## src/rtl/dshot_frame_decoder.sv

```systemverilog
// DShot receiver: decodes bits by high-pulse width, validates CRC, latches throttle/command.
// Optional DSHOT_STATS_EN adds saturating good/bad frame counters.
module dshot_frame_decoder #(
    parameter int unsigned CLK_HZ     = 16000000,
    parameter int unsigned DSHOT_RATE = 150000,
    parameter bit          INVERTED   = 1'b0
) (
    input  logic        clk_i,
    input  logic        reset_i,
    input  logic        in_pin_i,
    output logic [10:0] throttle_o,
    output logic [5:0]  command_o,
    output logic        is_command_o,
    output logic        telemetry_req_o,
    output logic        frame_valid_o,
    output logic        frame_error_o,
    output logic [1:0]  error_code_o,
    output logic        busy_o
`ifdef DSHOT_STATS_EN
   ,output logic [15:0] good_count_o,
    output logic [15:0] bad_count_o
`endif
);

    localparam int unsigned BitCyc = CLK_HZ / DSHOT_RATE;
    localparam int unsigned MinHi  = BitCyc / 4;
    localparam int unsigned Thresh = BitCyc * 9 / 16;
    localparam int unsigned MaxHi  = BitCyc * 7 / 8;
    localparam int unsigned LowTo  = BitCyc;
    localparam int unsigned CntW   = $clog2(2 * BitCyc);

    localparam logic [CntW-1:0] MinHiC  = CntW'(MinHi);
    localparam logic [CntW-1:0] ThreshC = CntW'(Thresh);
    localparam logic [CntW-1:0] MaxHiC  = CntW'(MaxHi);
    localparam logic [CntW-1:0] LowToC  = CntW'(LowTo);

    localparam logic [1:0] ErrCrc     = 2'd1;
    localparam logic [1:0] ErrWidth   = 2'd2;
    localparam logic [1:0] ErrTimeout = 2'd3;

    typedef enum logic [2:0] {
        StIdle,
        StHigh,
        StLow,
        StCheck,
        StResync
    } state_e;

    state_e          state_q;
    logic            sync1_q;
    logic            sync2_q;
    logic            sig_prev_q;
    logic [CntW-1:0] cnt_q;
    logic [3:0]      bit_cnt_q;
    logic [15:0]     shift_q;

    logic [10:0]     throttle_q;
    logic [5:0]      command_q;
    logic            is_command_q;
    logic            telemetry_q;
    logic            frame_valid_q;
    logic            frame_error_q;
    logic [1:0]      error_code_q;

    logic            sig;
    logic [CntW-1:0] cnt_inc;
    logic [10:0]     value;
    logic [3:0]      crc_exp;
    logic            crc_ok;
    logic            bit_val;

    always_comb begin
        sig     = sync2_q ^ INVERTED;
        cnt_inc = cnt_q + CntW'(1);
        value   = shift_q[15:5];
        crc_exp = shift_q[15:12] ^ shift_q[11:8] ^ shift_q[7:4];
        if (INVERTED) begin
            crc_exp = ~crc_exp;
        end
        crc_ok  = (crc_exp == shift_q[3:0]);
        bit_val = (cnt_q >= ThreshC);
    end

    // cnt_q holds the width of the current level including the edge-detect cycle,
    // so the thresholds compare directly against pulse widths in clock cycles.
    always_ff @(posedge clk_i) begin
        if (reset_i) begin
            state_q       <= StIdle;
            sync1_q       <= INVERTED;
            sync2_q       <= INVERTED;
            sig_prev_q    <= 1'b0;
            cnt_q         <= '0;
            bit_cnt_q     <= '0;
            shift_q       <= '0;
            throttle_q    <= '0;
            command_q     <= '0;
            is_command_q  <= 1'b0;
            telemetry_q   <= 1'b0;
            frame_valid_q <= 1'b0;
            frame_error_q <= 1'b0;
            error_code_q  <= '0;
        end else begin
            sync1_q       <= in_pin_i;
            sync2_q       <= sync1_q;
            sig_prev_q    <= sig;
            frame_valid_q <= 1'b0;
            frame_error_q <= 1'b0;

            unique case (state_q)
                StIdle: begin
                    if (sig && !sig_prev_q) begin
                        state_q   <= StHigh;
                        cnt_q     <= CntW'(1);
                        bit_cnt_q <= '0;
                        shift_q   <= '0;
                    end
                end

                StHigh: begin
                    if (sig) begin
                        if (cnt_inc > MaxHiC) begin
                            frame_error_q <= 1'b1;
                            error_code_q  <= ErrWidth;
                            state_q       <= StResync;
                            cnt_q         <= '0;
                        end else begin
                            cnt_q <= cnt_inc;
                        end
                    end else if (cnt_q < MinHiC) begin
                        frame_error_q <= 1'b1;
                        error_code_q  <= ErrWidth;
                        state_q       <= StResync;
                        cnt_q         <= CntW'(1);
                    end else begin
                        shift_q   <= {shift_q[14:0], bit_val};
                        bit_cnt_q <= bit_cnt_q + 4'd1;
                        if (bit_cnt_q == 4'd15) begin
                            state_q <= StCheck;
                        end else begin
                            state_q <= StLow;
                            cnt_q   <= CntW'(1);
                        end
                    end
                end

                StLow: begin
                    if (sig) begin
                        state_q <= StHigh;
                        cnt_q   <= CntW'(1);
                    end else if (cnt_inc >= LowToC) begin
                        frame_error_q <= 1'b1;
                        error_code_q  <= ErrTimeout;
                        state_q       <= StIdle;
                    end else begin
                        cnt_q <= cnt_inc;
                    end
                end

                StCheck: begin
                    if (crc_ok) begin
                        frame_valid_q <= 1'b1;
                        telemetry_q   <= shift_q[4];
                        if (value < 11'd48) begin
                            is_command_q <= 1'b1;
                            command_q    <= value[5:0];
                            throttle_q   <= '0;
                        end else begin
                            is_command_q <= 1'b0;
                            throttle_q   <= value - 11'd48;
                        end
                    end else begin
                        frame_error_q <= 1'b1;
                        error_code_q  <= ErrCrc;
                    end
                    state_q <= StIdle;
                end

                StResync: begin
                    if (sig) begin
                        cnt_q <= '0;
                    end else if (cnt_inc >= LowToC) begin
                        state_q <= StIdle;
                    end else begin
                        cnt_q <= cnt_inc;
                    end
                end

                default: state_q <= StIdle;
            endcase
        end
    end

    assign throttle_o      = throttle_q;
    assign command_o       = command_q;
    assign is_command_o    = is_command_q;
    assign telemetry_req_o = telemetry_q;
    assign frame_valid_o   = frame_valid_q;
    assign frame_error_o   = frame_error_q;
    assign error_code_o    = error_code_q;
    assign busy_o          = (state_q != StIdle);

`ifdef DSHOT_STATS_EN
    logic [15:0] good_count_q;
    logic [15:0] bad_count_q;

    always_ff @(posedge clk_i) begin
        if (reset_i) begin
            good_count_q <= '0;
            bad_count_q  <= '0;
        end else begin
            if (frame_valid_q && (good_count_q != 16'hFFFF)) begin
                good_count_q <= good_count_q + 16'd1;
            end
            if (frame_error_q && (bad_count_q != 16'hFFFF)) begin
                bad_count_q <= bad_count_q + 16'd1;
            end
        end
    end

    assign good_count_o = good_count_q;
    assign bad_count_o  = bad_count_q;
`endif

endmodule

```

## config.mk

```make
export PLATFORM = sky130hd
export DESIGN_NAME = dshot_frame_decoder
export DESIGN_NICKNAME = d
export VERILOG_FILES = /design/src/rtl/dshot_frame_decoder.sv
export SDC_FILE = /design/constraint.sdc
export NUM_CORES = 1
export LEC_CHECK = 0
export ABC_AREA = 1
export ABC_CLOCK_PERIOD_IN_PS = 2400
export CAP_MARGIN = 20
export CORE_AREA = 2 2 65 97
export CTS_CLUSTER_DIAMETER = 40
export CTS_CLUSTER_SIZE = 8
export DETAILED_ROUTE_END_ITERATION = 7
export DIE_AREA = 0 0 67 99
export HOLD_SLACK_MARGIN = 0.1
export PLACE_DENSITY_LB_ADDON = 0.1
export RECOVER_POWER = 100
export SYNTH_ARGS = -nofsm -noshare
export SYNTH_HDL_FRONTEND = slang
export SYNTH_SLANG_ARGS = --single-unit
```

## constraint.sdc

```tcl
create_clock -name clk_i -period 2.4 [get_ports clk_i]
set_clock_uncertainty 0.2 [all_clocks]
set_input_delay 0.36 -clock clk_i [delete_from_list [all_inputs] [get_ports clk_i]]
set_output_delay 0.36 -clock clk_i [all_outputs]
set_load 0.005 [all_outputs]
```

==> results of run 1 <==
## sequential cells by signal, summed over array words and instances (netlist names)
signal	flops
sync1_q	1
shift_q	16
sig	1
frame_valid_o	1
sig_prev_q	1
error_code_o	2
cnt_q	8
is_command_o	1
telemetry_req_o	1
throttle_o	11
frame_error_o	1
command_o	6
bit_cnt_q	4
state_q	3
## routing by layer
metal  vias to the layer above  wire length, microns  track usage (%)
li1                       1348                     -                -
met1                      1206                  2670             24.0
met2                        53                  3990             42.5
met3                         8                   275             5.71
met4                         0                   114             10.5
met5                         -                     0                0
## cell families (layout without fill, tap and decap cells)
logic type                 count (synthesis)  count (layout)  synth area share [%]
AOI/OAI and AO/OA                         78              78                  16.1
and+or+nand+nor                          189             189                  29.8
buffers and inverters                     55              89                  7.98
adders and majority gates                  4               4                  1.74
xor gates and xnor gates                  15              15                  4.58
DFF                                       57              57                  39.8
## power by group through the flow
| stage | Combinational [W] | Clock (W) | Sequential, W |
|---|---|---|---|
| 4_1_cts | 0.000261 | 0.000815 | 0.000999 |
| 2_1_floorplan | 0.000204 | 0 | 0.00101 |
| 5_1_grt | 0.000281 | 0.000869 | 0.00100 |
| 3_5_place_dp | 0.000259 | 0 | 0.00102 |
| 3_3_place_gp | 0.000254 | 0 | 0.00102 |
| 6_report | 0.000249 | 0.000795 | 0.00100 |
## final cells by class
class	count	area, sq um
Clock buffer	13	159
Clock inverter	3	15.0
Fill cell	585	2470
Inverter	42	160
Multi-Input combinational cell	286	1460
Sequential cell	57	1140
Tap cell	72	90.1
Timing Repair Buffer	31	293
## Yosys cell counts, types with 2 or more instances
| cell | count | share of area (%) |
|---|---|---|
| xor2_1 | 3 | 0.92 |
| xnor2_1 | 12 | 3.7 |
| a31oi_1 | 2 | 0.44 |
| nand4_1 | 3 | 0.65 |
| nor2_1 | 43 | 5.6 |
| dfxtp_1 | 57 | 40 |
| buf_4 | 3 | 0.78 |
| nor2_4 | 2 | 0.78 |
| o21ai_1 | 6 | 1.0 |
| o21ai_0 | 21 | 3.7 |
| a21oi_2 | 7 | 2.1 |
| ha_1 | 4 | 1.7 |
| a21oi_1 | 30 | 5.2 |
| nand3_1 | 35 | 6.1 |
| nand2_2 | 7 | 1.5 |
| inv_1 | 39 | 5.1 |
| o211ai_1 | 2 | 0.52 |
| clkinv_2 | 2 | 0.35 |
| o211a_1 | 2 | 0.70 |
| nand3_2 | 2 | 0.70 |
| a211oi_1 | 5 | 1.3 |
| nand2_1 | 88 | 12 |
| nor2_2 | 3 | 0.65 |
| clkbuf_1 | 7 | 0.92 |
## metrics by stage
stage	cells	setup slack [ps]	total power, W	hold slack, ps
finish	504	219	0.00204	212
global route	504	30.5	0.00215	243
CTS	504	182	0.00207	219
detailed placement	488	198	0.00128	204
global placement	488	202	0.00127	198
floorplan	398	514	0.00122	188
## path summary, 6_finish.rpt
check	from	endpoint	slack, ps	cells after the start
min	sync1_q	sig	210	2
min reg2reg	sync1_q	sig	210	2
max reg2reg	cnt_q[3]	shift_q[14]	230	12
max	state_q[1]	busy_o	220	5
## worst register-to-register path: stages, from the launching register on
cell and delay (ps):
dfxtp_1 420, nand2_1 160, inv_1 100, nand2_1 50
nand3_1 60, nand2_1 70, inv_1 70, nor2_1 60
inv_2 70, nand3_2 210, clkbuf_2 300, a21oi_1 170
a211oi_1 60
## timing repair
action / 4_1_cts / 5_1_grt
hold buffers: 0 / 0
endpoints found under the setup margin: 0 / 2
gates resized for setup: 0 / 2
==> flow_metrics.tcl, run 1 <==
set metrics [dict create \
    start_util_pct 49.6 \
    cts_buffers 9 \
    power_frac_clock_pct 38.9 \
    cp-end-kind "output port" \
    start_kind "register" \
    fin_crit_sh_pct 90.9 \
    path_class "reg2out" \
    gr-usage-all-layers_pct 23.3 \
    ys_seq_area_share_pct 39.8 \
    dieArea_sq_mm 0.00663 \
    insertedDiodeCount 0 \
    cts_setup_buffers 0 \
    area_growth_pct 15.7 \
    grt_max_degree 36 \
    path_delay_family "buffers and inverters" \
    clockBufferDepth 2 \
    drive_gt1_share_pct 10.2 \
    final_util_pct 57.4 \
    seqPwrFrac_pct 48.9 \
    ys_ff_latch 57 \
    cts.sinks 57 \
    sw_frac_of_total_pct 27.6 \
    drtAntennaViolNets 0 \
    finalNetCount 434 \
    worstPathArrival_ps 1620 \
    status "finished, final reports clean" \
    clk_pin_slew_ps 60 \
    synth_ff_type "dfxtp_1" \
    dp_hpwl_microns 5060 \
    max_freq_mhz 459 \
    synthArstFlopShare_pct 0 \
    drc 0 \
    min_period_ps 2180 \
    comb_power_share_pct 12.2 \
    drt-total-wl_microns 7050 \
    pwr_density_cell_mw_per_mm2 616 \
    wl_per_cell_microns 14.0 \
    tns_ps 0 \
    grt_setup_unrepaired "false" \
    ir_drop_mv 0.312 \
    worst_ep_required_time_ps 1840 \
    coreArea_sq_mm 0.00579 \
    maxSlewHeadroom_pct 45.3 \
    min_path_type "reg2reg" \
    setup_viol 0 \
    port_buffers 26 \
    viasPerCell 5.19 \
    synth_nets 405 \
    cts_tree "yes" \
    worst_slew_pin_slew_ps 820 \
    cpPeakStageDelay_ps 590 \
    cp_cell_sequence "nor2_1 -> inv_1 -> nor2_1 -> inv_1 -> dlygate4sd3_1" \
    leakagePower_nw 1.45 \
    cts-root-buf "clkbuf_8" \
    final_cell_mix "nand2_1, dfxtp_1, nor2_1" \
    synth_area_per_cell_sq_um 7.21 \
    gp_congestion 0.950 \
    ys_types 37 \
    drt-initial-drc-count 145 \
    synth.yosys.warnings 0 \
    path_buf_inv 3 \
    clkLatencyLatePin_ps 330 \
    syn_inst 398 \
    rows 34 \
    final_hold_viol_count 0 \
    cpMaxStageDelayCell "dlygate4sd3_1" \
    grt_pass1_vias 2567 \
    internal-power_w 0.00148 \
    layout_commonest_cell "nand2_1" \
    cts.htree.levels 3 \
    path_max_fanout 3 \
    die_w_microns 67 \
    maxCapViolCount 0 \
    design_area_sq_mm 0.00332 \
    grt_pass1_wl_microns 11700 \
    synth_edf_count 0 \
    routed-via-count 2615 \
    antenna_found_initial 0 \
    synth_area_sq_mm 0.00287 \
    io_pins 27 \
    dpl-instance-area_sq_mm 0.00319 \
    p_switching_w 0.000564 \
    grt_overflow_total 0 \
    drt_pass1_iterations 4 \
    die_y_microns 99 \
    finalMaxSlewViolations 0 \
]
Note: power is estimated with default switching activity, not from simulation.
==> inputs of run 2 (changes only) <==
- TNS_END_PERCENT: default -> 50
==> results of run 2 <==
The final DEF is identical to that of run 1; final timing and power are the same.
